--- src/rtl/rgbw_frame_ctrl_if.sv ---
// Byte-receiver bus into the RGBW frame sequencer plus its committed PWM register outputs.
// The receiver side drives cs/byte_rdy/byte_data; the sequencer drives everything else.
interface rgbw_frame_ctrl_if;
    logic       cs;
    logic       byte_rdy;
    logic [7:0] byte_data;
    logic [7:0] red;
    logic [7:0] green;
    logic [7:0] blue;
    logic [7:0] white;
    logic [7:0] bright;
    logic       update;
    logic       frame_err;
    logic       busy;

    modport master (
        output cs, byte_rdy, byte_data,
        input  red, green, blue, white, bright, update, frame_err, busy
    );

    modport slave (
        input  cs, byte_rdy, byte_data,
        output red, green, blue, white, bright, update, frame_err, busy
    );
endinterface

--- src/rtl/rgbw_frame_ctrl.sv ---
// Parses framed SPI commands and commits staged payloads atomically to the RGBW/brightness registers.
// Outputs load one cycle after the final byte_rdy rise; there is no backpressure, so bytes arriving in DISCARD are dropped.
module rgbw_frame_ctrl #(
    parameter int         TIMEOUT_CYC = 50000,
    parameter logic [7:0] BRIGHT_RST  = 8'hFF
) (
    input  logic               clk,
    input  logic               reset,
    rgbw_frame_ctrl_if.slave   bus
);
    typedef enum logic [1:0] {IDLE, DATA, DISCARD} state_t;

    localparam logic [15:0] TC_LAST = 16'(TIMEOUT_CYC - 1);

    state_t      state;
    state_t      state_nxt;
    logic        rdy_q;
    logic        accept;
    logic [3:0]  opcode;
    logic        op_ok;
    logic [1:0]  op_q;
    logic [1:0]  chan_q;
    logic [1:0]  cnt;
    logic [15:0] tcnt;
    logic [7:0]  stage [4];
    logic        last_byte;
    logic        tc_hit;
    logic        start;
    logic        stage_we;
    logic        commit;
    logic        abort;
    logic [7:0]  red_q, green_q, blue_q, white_q, bright_q;
    logic        update_q, err_q, busy_q;

    // cs low gates acceptance, so a byte_rdy rise coinciding with cs high is dropped.
    assign accept    = bus.byte_rdy & ~rdy_q & ~bus.cs;
    assign opcode    = bus.byte_data[7:4];
    assign op_ok     = (opcode == 4'h1) || (opcode == 4'h2) || (opcode == 4'h3);
    assign last_byte = (op_q == 2'd1) ? (cnt == 2'd3) : (cnt == 2'd0);
    assign tc_hit    = (tcnt == TC_LAST);

    always_ff @(posedge clk or posedge reset) begin
        if (reset) state <= IDLE;
        else       state <= state_nxt;
    end

    always_comb begin
        state_nxt = state;
        case (state)
            IDLE: begin
                if (accept) state_nxt = op_ok ? DATA : DISCARD;
            end
            DATA: begin
                if (bus.cs)                    state_nxt = IDLE;
                else if (accept && last_byte)  state_nxt = IDLE;
                else if (!accept && tc_hit)    state_nxt = DISCARD;
            end
            DISCARD: begin
                if (bus.cs) state_nxt = IDLE;
            end
            default: state_nxt = IDLE;
        endcase
    end

    // A final accept on the terminal-count cycle commits rather than timing out.
    always_comb begin
        start    = 1'b0;
        stage_we = 1'b0;
        commit   = 1'b0;
        abort    = 1'b0;
        case (state)
            IDLE: begin
                start = accept & op_ok;
                abort = accept & ~op_ok;
            end
            DATA: begin
                stage_we = accept;
                commit   = accept & last_byte;
                abort    = bus.cs | (~accept & tc_hit);
            end
            default: ;
        endcase
    end

    always_ff @(posedge clk or posedge reset) begin
        if (reset) begin
            rdy_q    <= 1'b0;
            op_q     <= 2'd0;
            chan_q   <= 2'd0;
            cnt      <= 2'd0;
            tcnt     <= 16'd0;
            for (int i = 0; i < 4; i++) stage[i] <= 8'd0;
            red_q    <= 8'd0;
            green_q  <= 8'd0;
            blue_q   <= 8'd0;
            white_q  <= 8'd0;
            bright_q <= BRIGHT_RST;
            update_q <= 1'b0;
            err_q    <= 1'b0;
            busy_q   <= 1'b0;
        end else begin
            rdy_q    <= bus.byte_rdy;
            update_q <= commit;
            err_q    <= abort;
            busy_q   <= (state_nxt == DATA);

            if (start) begin
                op_q   <= opcode[1:0];
                chan_q <= bus.byte_data[1:0];
                cnt    <= 2'd0;
                tcnt   <= 16'd0;
            end else if (state == DATA) begin
                if (accept) begin
                    cnt  <= cnt + 2'd1;
                    tcnt <= 16'd0;
                end else begin
                    tcnt <= tcnt + 16'd1;
                end
            end else begin
                tcnt <= 16'd0;
            end

            if (abort) begin
                for (int i = 0; i < 4; i++) stage[i] <= 8'd0;
            end else if (stage_we) begin
                stage[cnt] <= bus.byte_data;
            end

            // The last payload byte is taken straight from the bus rather than from staging.
            if (commit) begin
                case (op_q)
                    2'd1: begin
                        red_q   <= stage[0];
                        green_q <= stage[1];
                        blue_q  <= stage[2];
                        white_q <= bus.byte_data;
                    end
                    2'd2: bright_q <= bus.byte_data;
                    2'd3: begin
                        case (chan_q)
                            2'd0:    red_q   <= bus.byte_data;
                            2'd1:    green_q <= bus.byte_data;
                            2'd2:    blue_q  <= bus.byte_data;
                            default: white_q <= bus.byte_data;
                        endcase
                    end
                    default: ;
                endcase
            end
        end
    end

    assign bus.red       = red_q;
    assign bus.green     = green_q;
    assign bus.blue      = blue_q;
    assign bus.white     = white_q;
    assign bus.bright    = bright_q;
    assign bus.update    = update_q;
    assign bus.frame_err = err_q;
    assign bus.busy      = busy_q;
endmodule

--- src/flat_wrapper.sv ---
// flat-port wrapper written by rule: the top's interface ports become plain ports
module rgbw_frame_ctrl_flat 
#(
    parameter int         TIMEOUT_CYC = 50000,
    parameter logic [7:0] BRIGHT_RST  = 8'hFF
)
  (clk, reset, bus_cs, bus_byte_rdy, bus_byte_data, bus_red, bus_green, bus_blue, bus_white, bus_bright, bus_update, bus_frame_err, bus_busy);
  rgbw_frame_ctrl_if bus_i ();
  input  logic clk;
  input  logic reset;
  input wire logic [$bits(bus_i.cs)-1:0] bus_cs;
  input wire logic [$bits(bus_i.byte_rdy)-1:0] bus_byte_rdy;
  input wire logic [$bits(bus_i.byte_data)-1:0] bus_byte_data;
  output wire logic [$bits(bus_i.red)-1:0] bus_red;
  output wire logic [$bits(bus_i.green)-1:0] bus_green;
  output wire logic [$bits(bus_i.blue)-1:0] bus_blue;
  output wire logic [$bits(bus_i.white)-1:0] bus_white;
  output wire logic [$bits(bus_i.bright)-1:0] bus_bright;
  output wire logic [$bits(bus_i.update)-1:0] bus_update;
  output wire logic [$bits(bus_i.frame_err)-1:0] bus_frame_err;
  output wire logic [$bits(bus_i.busy)-1:0] bus_busy;
  assign bus_i.cs = bus_cs;
  assign bus_i.byte_rdy = bus_byte_rdy;
  assign bus_i.byte_data = bus_byte_data;
  assign bus_red = bus_i.red;
  assign bus_green = bus_i.green;
  assign bus_blue = bus_i.blue;
  assign bus_white = bus_i.white;
  assign bus_bright = bus_i.bright;
  assign bus_update = bus_i.update;
  assign bus_frame_err = bus_i.frame_err;
  assign bus_busy = bus_i.busy;
  rgbw_frame_ctrl #(.TIMEOUT_CYC(TIMEOUT_CYC), .BRIGHT_RST(BRIGHT_RST)) u_core (.clk(clk), .reset(reset), .bus(bus_i));
endmodule
--- config.mk ---
export PLATFORM = sky130hd
export DESIGN_NAME = rgbw_frame_ctrl_flat
export DESIGN_NICKNAME = d
export VERILOG_FILES = /design/src/rtl/rgbw_frame_ctrl_if.sv /design/src/rtl/rgbw_frame_ctrl.sv /design/src/flat_wrapper.sv
export SDC_FILE = /design/constraint.sdc
export NUM_CORES = 1
export LEC_CHECK = 0
export CORE_UTILIZATION = 40
export DETAILED_ROUTE_END_ITERATION = 8
export GPL_TIMING_DRIVEN = 0
export HOLD_SLACK_MARGIN = 0.05
export SLEW_MARGIN = 20
export SYNTH_ARGS = -nofsm -noshare
export SYNTH_HDL_FRONTEND = slang
export SYNTH_SLANG_ARGS = --single-unit
--- constraint.sdc ---
create_clock -name clk -period 3.71 [get_ports clk]
set_clock_uncertainty 0.05 [all_clocks]
set_input_delay 0.742 -clock clk [delete_from_list [all_inputs] [get_ports clk]]
set_output_delay 0.742 -clock clk [all_outputs]
set_load 0.005 [all_outputs]
==> qor.tcl <==
set qor(run_status) {completed}
set qor(first_iter_violations) 132
set qor(dieArea_um2) 11000
set qor(worstPathRequired_ns) 3.91
set qor(setup_slack_after_layout_ns) 0.994
set qor(syn2layout_area_growth_pct) 22.0
set qor(vdd_drop_max_mv) 0.160
set qor(commonest_non_fill_non_tap_cell_in_the_layout) {dfrtp_1}
set qor(grt_antenna_before_repair) 0
set qor(postPlaceCellArea_um2) 4960
set qor(wire_per_inst_um) 16.0
set qor(synth_sequential_area_ratio_pct) 54.6
set qor(post-route-min-period_ns) 2.72
set qor(groute.usage.overall_pct) 18.5
set qor(internal-power_mw) 1.50
set qor(hold_crit_class) {reg -> reg}
set qor(highest_count_cells_in_the_layout_ignoring_fill_and_taps) {dfrtp_1, clkdlybuf4s50_1, mux2i_1}
set qor(grt_setup_unrepaired) {no}
set qor(clock_tree.buffer_depth) 2
set qor(synth.cell_area_um2) 4240
set qor(timing.slew.headroom_pct) 51.9
set qor(dr_total_vias) 2973
set qor(placed_cells_incl_taps) 563
set qor(antenna_cells_inserted) 0
set qor(grt_pass1_vias) 3041
set qor(drt_first_pass_iters) 4
set qor(yosys.cell_types.count) 39
set qor(leakagePower_nw) 2.59
set qor(critPathSlowestCell) {a2111oi_4}
set qor(route.detailed.drc) 0
set qor(cell_breakdown_of_the_critical_path) {clkdlybuf4s50_1 > nor3b_4 > nand2_2 > a2111oi_4 > mux2_2}
set qor(yosys_warnings) 0
set qor(fin_total_pwr_mw) 2.02
set qor(final_nets) 455
set qor(gpl.final_weighted_congestion) 0.785
set qor(worst_setup_hold_path_clk_slew_ns) 0.08
set qor(vias_per_cell) 5.13
set qor(rows) 37
set qor(max_slew.worst_pin.slew_ns) 0.721
set qor(cts_inserted_buffers) 9
set qor(netSwitchingFraction_pct) 25.4
set qor(finalCritPeriodShare_pct) 73.2
set qor(crit_path_max_incr_delay_ns) 0.71
set qor(synth_async_sr_flop_share_pct) 100
set qor(detailed_place_hpwl_um) 6360
set qor(syn_area_per_cell_um2) 11.3
set qor(clkLatencyLatePin_ns) 0.37
set qor(cts-htree-levels) 3
set qor(placeableCoreArea_um2) 10300
set qor(setup-violations-final) 0
set qor(final_area_um2) 5170
set qor(power.sequential.fraction_pct) 52.9
set qor(initial_core_util_pct) 41.2
set qor(cap_violations) 0
set qor(synth-seq-cells) 92
set qor(ioPinCount) 55
set qor(port_buffers) 52
set qor(power_switching_mw) 0.513
set qor(finished_core_util_pct) 50.3
set qor(postRouteAntennaNets) 0
set qor(mappedNetlistNets) 391
set qor(maxClockFrequency_mhz) 368
set qor(critical_path_arrival_ns) 2.92
set qor(postSynth.topFlopCell) {dfrtp_1}
set qor(final_routed_wirelength_across_all_metal_layers_um) 9280
set qor(grt_pass1_wl_um) 15600
set qor(clock_sink_count) 92
set qor(power.density_cell_area_nw_per_um2) 390
set qor(critical_path_peak_fanout) 8
set qor(post_cts_hold_buffer_count) 0
set qor(critical_path.startpoint_type) {input port}
set qor(clock_tree_from_tritoncts) {done}
set qor(cts.repair_timing.setup_buffer_count) 0
set qor(post_cts_resize_count) 0
set qor(timing_worst_setup_path_type) {in -> reg}
set qor(grt_start_max_net_pins) 64
set qor(power.share.clock_pct) 35.7
set qor(postSynthCellCount) 374
set qor(report.final.hold_viol_count) 0
set qor(pre_cts_slack_ns) 0.573
set qor(global_route.overflow_total) 0
set qor(finalNonFillerCells) 579
set qor(root_buffer) {clkbuf_8}
set qor(final_layout_size_suffix_gt1_share_pct) 12.4
set qor(die_width_um) 105
set qor(die-height_um) 105
set qor(synth-edff-count) 0
set qor(worst_setup_path_end_kind) {flop}
set qor(slew_violations) 0
set qor(power.combinational.fraction_pct) 11.4
[Yosys cell counts, types with 2 or more instances]
cell | n | area, µm²
a21oi_1 | 36 | 180
and2_1 | 5 | 31.3
and3_1 | 12 | 75.1
and4_1 | 2 | 17.5
buf_2 | 3 | 15.0
clkbuf_1 | 12 | 45.0
dfrtp_1 | 84 | 2100
dfstp_2 | 8 | 210
ha_1 | 5 | 62.6
inv_1 | 32 | 120
mux2_2 | 21 | 236
mux2i_1 | 49 | 490
nand2_1 | 8 | 30.0
nand2b_1 | 3 | 18.8
nand3_1 | 5 | 25.0
nand4_1 | 5 | 31.3
nand4_2 | 3 | 37.5
nor2_1 | 14 | 52.6
nor3_1 | 25 | 125
nor4bb_1 | 2 | 20.0
o21ai_0 | 10 | 50.1
or3_1 | 5 | 31.3
or4_1 | 2 | 15.0
xnor2_1 | 5 | 43.8
xor2_1 | 4 | 35.0
[power groups by stage]
| stage | Sequential, mW | Clock, mW | Combinational (mW) |
|---|---|---|---|
| 6_report | 1.07 | 0.720 | 0.231 |
| 3_5_place_dp | 1.09 | 0 | 0.234 |
| 5_1_grt | 1.07 | 0.781 | 0.260 |
| 4_1_cts | 1.07 | 0.744 | 0.234 |
| 2_1_floorplan | 1.08 | 0 | 0.143 |
| 3_3_place_gp | 1.08 | 0 | 0.224 |
[worst paths after layout]
path / start / endpoint / slack (ns) / depth (start not counted)
worst max-delay path: bus_cs / u_core.bus.white[7] / 0.99 / 5
worst min-delay path: u_core.tcnt[0] / u_core.tcnt[0] / 0.41 / 1
worst max register to register: u_core.tcnt[0] / u_core.stage[18] / 1.41 / 7
worst min register to register: u_core.tcnt[0] / u_core.tcnt[0] / 0.41 / 1
max in group asynchronous: reset / u_core.bus.bright[7] / 2.30 / 3
min in group asynchronous: reset / u_core.bus.blue[5] / 0.67 / 2
[area by class of cell]
class / instances / area, µm²
fill: 983 / 5110
buffer: 16 / 67.6
tap: 136 / 170
multi-input combinational: 234 / 1740
sequential: 92 / 2310
clock inverter: 4 / 73.8
clock buffer: 12 / 135
timing repair buffer: 53 / 548
inverter: 32 / 125
[stage by stage]
| stage | hold WS [ns] | TNS [ns] |
|---|---|---|
| final | 0.409 | 0 |
| after global routing | 0.437 | 0 |
| after CTS | 0.419 | 0 |
| after detailed placement | 0.404 | 0 |
| after global placement | 0.404 | -84.82 |
| after floorplan | 0.375 | 0 |
[registers in the layout, summed over array words and instances (netlist names)]
signal / flops
u_core.bus.update: 1
u_core.stage: 24
u_core.state: 2
u_core.bus.white: 8
u_core.bus.green: 8
u_core.bus.red: 8
u_core.bus.blue: 8
u_core.bus.busy: 1
u_core.bus.bright: 8
u_core.op_q: 2
u_core.chan_q: 2
u_core.cnt: 2
u_core.rdy_q: 1
u_core.tcnt: 16
u_core.bus.frame_err: 1
[cells by family after synthesis]
family / after synthesis / synth area share, %
buffers and inverters: 48 / 4.43
and+or+nand+nor: 97 / 13.3
xor gates and xnor gates: 9 / 1.86
adders and majority gates: 5 / 1.48
DFF: 92 / 54.6
muxes: 70 / 17.2
AOI/OAI and AO/OA: 53 / 7.21
[metal layers]
metal  vias up  part of all wire (%)  global-route usage, %
met5         -                     0                      0
met4         0                   3.1                   10.2
li1       1438                     -                      -
met1      1449                    48                   25.5
met2        64                    45                   27.8
met3        22                   3.7                   3.24
[critical path, delay by kind of cell]
kind                   cells  cell delay (ns)
buffers and inverters      1             0.54
and+or+nand+nor            2             0.51
muxes                      1             0.41
AOI/OAI and AO/OA          1             0.71
No activity file was read; power rests on OpenSTA's default activity.
